--- src/rtl/input_conditioner.sv ---
// input_conditioner: synchronizes and debounces four active-low push-buttons
// and ten slide switches, then derives press pulses, a switch-change pulse and
// optional sticky press flags.
//
// Build option: define INPUT_COND_EDGE_CAPTURE_EN to build the sticky
// edge_capture flags with their write-1-to-clear edge_clear strobes. When the
// macro is undefined, edge_capture is tied to zero and edge_clear is ignored.

module input_conditioner #(
  parameter int unsigned DEBOUNCE_CYCLES = 500000
) (
  input  logic       clk_clk,
  input  logic       reset_reset_n,
  input  logic [3:0] key_raw,
  input  logic [9:0] sw_raw,
  input  logic [3:0] edge_clear,
  output logic [3:0] button_export,
  output logic [9:0] switch_export,
  output logic [3:0] key_press,
  output logic       sw_change,
  output logic [3:0] edge_capture
);

  localparam int unsigned KEY_W  = 4;
  localparam int unsigned SW_W   = 10;
  localparam int unsigned NBITS  = KEY_W + SW_W;
  localparam int unsigned CNT_W  = (DEBOUNCE_CYCLES > 1) ? $clog2(DEBOUNCE_CYCLES) : 1;

  // Keys idle high (released), switches idle low.
  localparam logic [NBITS-1:0] RST_VAL  = {{SW_W{1'b0}}, {KEY_W{1'b1}}};
  localparam logic [CNT_W-1:0] CNT_LAST = CNT_W'(DEBOUNCE_CYCLES - 1);

  // Bit layout of all per-bit vectors: [KEY_W-1:0] keys, [NBITS-1:KEY_W] switches.
  logic [NBITS-1:0] raw_all;
  logic [NBITS-1:0] sync1_q;
  logic [NBITS-1:0] sync2_q;
  logic [NBITS-1:0] deb_q;
  logic [NBITS-1:0] deb_d;
  logic [NBITS-1:0] deb_prev_q;
  logic [CNT_W-1:0] cnt_q [NBITS];
  logic [CNT_W-1:0] cnt_d [NBITS];

  assign raw_all = {sw_raw, key_raw};

  // Two-flop synchronizer: the only logic that samples the raw pins.
  always_ff @(posedge clk_clk or negedge reset_reset_n) begin
    if (!reset_reset_n) begin
      sync1_q <= RST_VAL;
      sync2_q <= RST_VAL;
    end else begin
      sync1_q <= raw_all;
      sync2_q <= sync1_q;
    end
  end

  // Per-bit debounce: count consecutive disagreeing clocks, accept on the last one.
  always_comb begin
    deb_d = deb_q;
    for (int unsigned i = 0; i < NBITS; i++) begin
      cnt_d[i] = '0;
      if (sync2_q[i] != deb_q[i]) begin
        if (cnt_q[i] == CNT_LAST) begin
          deb_d[i] = sync2_q[i];
          cnt_d[i] = '0;
        end else begin
          cnt_d[i] = cnt_q[i] + CNT_W'(1);
        end
      end
    end
  end

  // Debounced levels, their one-clock-old copy, and the stability counters.
  always_ff @(posedge clk_clk or negedge reset_reset_n) begin
    if (!reset_reset_n) begin
      deb_q      <= RST_VAL;
      deb_prev_q <= RST_VAL;
      for (int unsigned i = 0; i < NBITS; i++) begin
        cnt_q[i] <= '0;
      end
    end else begin
      deb_q      <= deb_d;
      deb_prev_q <= deb_q;
      for (int unsigned i = 0; i < NBITS; i++) begin
        cnt_q[i] <= cnt_d[i];
      end
    end
  end

  // Pulses fire the clock after a debounced change, lasting exactly one clock.
  always_ff @(posedge clk_clk or negedge reset_reset_n) begin
    if (!reset_reset_n) begin
      key_press <= '0;
      sw_change <= 1'b0;
    end else begin
      key_press <= deb_prev_q[KEY_W-1:0] & ~deb_q[KEY_W-1:0];
      sw_change <= |(deb_prev_q[NBITS-1:KEY_W] ^ deb_q[NBITS-1:KEY_W]);
    end
  end

  assign button_export = deb_q[KEY_W-1:0];
  assign switch_export = deb_q[NBITS-1:KEY_W];

`ifdef INPUT_COND_EDGE_CAPTURE_EN
  logic [KEY_W-1:0] capture_q;

  // Sticky press flags; a press in the same clock as a clear keeps the flag set.
  always_ff @(posedge clk_clk or negedge reset_reset_n) begin
    if (!reset_reset_n) begin
      capture_q <= '0;
    end else begin
      capture_q <= (capture_q & ~edge_clear) | key_press;
    end
  end

  assign edge_capture = capture_q;
`else
  // Capture disabled: flags read as zero and the clear strobes go nowhere.
  logic unused_edge_clear;
  assign unused_edge_clear = &{1'b0, edge_clear};
  assign edge_capture      = '0;
`endif

endmodule
--- config.mk ---
export PLATFORM = sky130hd
export DESIGN_NAME = input_conditioner
export DESIGN_NICKNAME = d
export VERILOG_FILES = /design/src/rtl/input_conditioner.sv
export SDC_FILE = /design/constraint.sdc
export NUM_CORES = 1
export LEC_CHECK = 0
export ABC_CLOCK_PERIOD_IN_PS = 1800
export CAP_MARGIN = 20
export CELL_PAD_IN_SITES_DETAIL_PLACEMENT = 0
export CELL_PAD_IN_SITES_GLOBAL_PLACEMENT = 2
export CORE_ASPECT_RATIO = 1.25
export CORE_MARGIN = 4
export CORE_UTILIZATION = 37
export DETAILED_ROUTE_END_ITERATION = 10
export PLACE_DENSITY_LB_ADDON = 0.2
export SLEW_MARGIN = 20
export SYNTH_ARGS = -nofsm -noshare
export SYNTH_HDL_FRONTEND = slang
export SYNTH_SLANG_ARGS = --single-unit
--- constraint.sdc ---
create_clock -name clk_clk -period 1.8 [get_ports clk_clk]
set_input_delay 0.36 -clock clk_clk [delete_from_list [all_inputs] [get_ports clk_clk]]
set_output_delay 0.36 -clock clk_clk [all_outputs]
set_load 0.02 [all_outputs]
==> flow_summary_export.csv <==
group,metric,value,unit
placed_design,placed_cells,2251,
worst_setup_path,crit_chain,"or4_4 -> or4_4 -> nor2_2 -> mux2_4",
detailed_routing,viasPerCell,4.98,
sta,hold_viol,0,
final_layout,num_antenna_cells,0,
synth,ys.flop_type,"dfrtp_1",
flow_run,drv_cap,0,
global_routing,grt_usage,0.148,
status,status,"complete, but fails checks",
synth,synth_cell_types,48,
sta,finalCritPeriodShare,1.10,
final_layout,synthToLayoutAreaGrowth,27.6,%
worst_setup_path,critPathKind,"register to register",
final_layout,final_area,0.0194,mm2
final_layout,final_nets,1786,
clock_network,cts.sinks,327,
worst_setup_path,cp_slowest_stage_delay,0.56,ns
synth,synth-edff-count,0,
synth,synth-seq-cells,327,
clock_network,htreeDepth,2,
final_layout,multiInputGateArea,0.00694,mm2
worst_setup_path,arrival,2.44,ns
worst_setup_path,endpoint_kind,"register",
sta,setup_violations,58,
placed_design,hpwlAfterDp,22.5,mm
final_layout,area.sequential,0.00820,mm2
worst_setup_path,cp_max_fo,2,
synth,ys_seq_area_frac,0.539,
detailed_routing,ant_nets,0,
clock_network,clk_pin_slew,0.06,ns
die,fp.dieW,189,um
die,die_h,235,um
clock_network,cts_tree,"done",
sta,finalSetupTns,-8.89,ns
global_routing,first_global_vias,12100,
placed_design,pre_cts_ws,-0.242,ns
worst_setup_path,crit_top_cell,"or4_4",
status,violations,"negative setup slack",
synth,avgSynthCellArea,10.3,um2
final_layout,fillers,3896,
power_and_ir_drop,power_density,812,mW/mm2
worst_setup_path,cp.required,2.26,ns
final_layout,stdcell_count,2326,
sta,finalMaxSlewViolations,0,
sta,fin_crit,1.98,ns
sta,skew,0.00977,ns
final_layout,post-route-util,0.481,
synth,yosys_warnings,0,
detailed_routing,first_pass_iters,6,
die,rows,82,
synth,ys_async_sr_fraction,1.00,
placed_design,dpl_cell_area,0.0181,mm2
die,start_util,0.377,
global_routing,antenna_found_initial,0,
worst_setup_path,slowest_stage,"or4_4",
die,die-area,0.0445,mm2
die,core,0.0404,mm2
final_layout,drive_gt1_frac,0.228,
detailed_routing,vias,11600,
global_routing,gr-total-overflow,0,
sta,setup_ws,-0.175,ns
clock_network,root_buffer,"clkbuf_16",
synth,synth_cells,1479,
placed_design,gp_congestion,0.763,
worst_setup_path,worst_setup_path_start_kind,"register",
hold_path,hold_class,"input port to register",
die,ioPinCount,43,
power_and_ir_drop,p_leak,8.20,nW
synth,netlist_area,0.0152,mm2
detailed_routing,drtIter0Drc,458,
detailed_routing,drc,0,
power_and_ir_drop,ir_drop,669,uV
global_routing,grt_max_degree,71,
placed_design,port_buffers,34,
sta,rsz0062_at_grt,"true",
detailed_routing,wl_per_cell,13.8,um
clock_network,clk_latency,0.54,ns
detailed_routing,routed_wl,32.1,mm
sta,fmax,506,MHz
clock_network,cts_max_path_buffers,3,
clock_network,numCtsBuffers,38,
global_routing,grt_pass1_wl,56.8,mm
[flip-flops by register name, indices dropped and copies added, names as in the netlist]
register and cells:
key_press 4, deb_q 14, deb_prev_q 14, sw_change 1, sync1_q 14, sync2_q 14
cnt_q 266
[stage by stage]
step / power, W / hold slack (ns)
floorplan: 0.00793 / 0.0644
global placement: 0.00835 / 0.252
detailed placement: 0.00836 / 0.250
CTS: 0.0161 / 0.190
global route: 0.0165 / 0.196
finish: 0.0158 / 0.229
[synthesized netlist by cell type, drive strengths merged, types with 25 or more instances]
master / n / share of area
a21oi: 67 / 0.022
and4: 25 / 0.015
dfrtp: 311 / 0.51
inv: 33 / 0.0081
nand2: 88 / 0.022
nand3: 84 / 0.032
nand4: 75 / 0.031
nor2: 237 / 0.058
nor4: 40 / 0.016
o21ai: 49 / 0.019
o31ai: 30 / 0.015
or3: 37 / 0.015
or4: 42 / 0.022
xnor2: 96 / 0.055
xor2: 99 / 0.057
[layer usage]
metal,up-vias,track usage,wire length (um)
met5,-,0,0
met4,0,0.0410,793
met3,54,0.0295,869
met2,83,0.256,15800
met1,5643,0.189,14600
li1,5803,-,-
[logic make-up after synthesis]
kind of cell / synth area share
fa+ha+maj: 0.0115
mux: 0.0104
buf+inv: 0.0199
other cells: 0.000246
flops: 0.539
compound gates: 0.0571
simple gates: 0.250
xor+xnor: 0.112
[area by class of cell]
class | instances | share of cell area
clock buffer | 62 | 0.0603
multi-input combinational | 1088 | 0.357
inverter | 33 | 0.00638
clock inverter | 6 | 0.00303
timing repair buffer | 264 | 0.116
tap | 546 | 0.0352
sequential | 327 | 0.422
[placed cells by master (no fill, tap or decap), drive strengths merged, types with 16 or more instances in the layout]
cell | Yosys | layout
xnor2 | 96 | 96
a21oi | 67 | 67
dfstp | 16 | 16
o21ai | 49 | 49
nor4 | 40 | 40
o31ai | 30 | 30
and4 | 25 | 25
nand3 | 84 | 84
xor2 | 99 | 99
buf | 18 | 232
and3 | 19 | 19
nand2 | 88 | 88
dfrtp | 311 | 311
inv | 33 | 34
nor2 | 237 | 237
or3 | 37 | 37
clkbuf | 16 | 66
or4 | 42 | 42
nand4 | 75 | 75
nor3 | 20 | 20
[worst paths after layout]
path	slack (ns)	depth (start not counted)	to	from
max in group asynchronous	0.81	4	deb_prev_q[0]$_DFF_PN1_	reset_reset_n
max reg2reg	-0.18	4	deb_q[2]$_DFFE_PN1P_	cnt_q[220]$_DFF_PN0_
min in group asynchronous	0.28	2	cnt_q[14]$_DFF_PN0_	reset_reset_n
max	-0.18	4	deb_q[2]$_DFFE_PN1P_	cnt_q[220]$_DFF_PN0_
min reg2reg	0.35	0	sync2_q[13]$_DFF_PN0_	sync1_q[13]$_DFF_PN0_
min	0.23	1	sync1_q[2]$_DFF_PN1_	key_raw[2]
[power breakdown]
| part | internal [W] | switching (W) | leakage (nW) | total, W |
|---|---|---|---|---|
| Combinational | 0.000273 | 0.000389 | 3.16 | 0.000661 |
| Sequential | 0.00747 | 0.0000818 | 4.43 | 0.00755 |
| Clock | 0.00458 | 0.00299 | 0.608 | 0.00757 |
[critical path, delay by kind of cell, from the launching register on]
family           cells  cell delay, ns
AND/OR/NAND/NOR      3            1.22
multiplexers         1            0.30
flip-flops           1            0.38
[what timing repair did]
| action | 4_1_cts | 5_1_grt |
|---|---|---|
| endpoints found under the hold margin | 60 | 0 |
| setup endpoints to repair | 82 | 102 |
| gates cloned | 0 | 0 |
| setup buffers | 0 | 6 |
| gates resized for setup | 43 | 27 |
| hold buffers | 1 | 0 |
| pin swaps | 0 | 8 |
No activity file was read; power rests on OpenSTA's default activity.
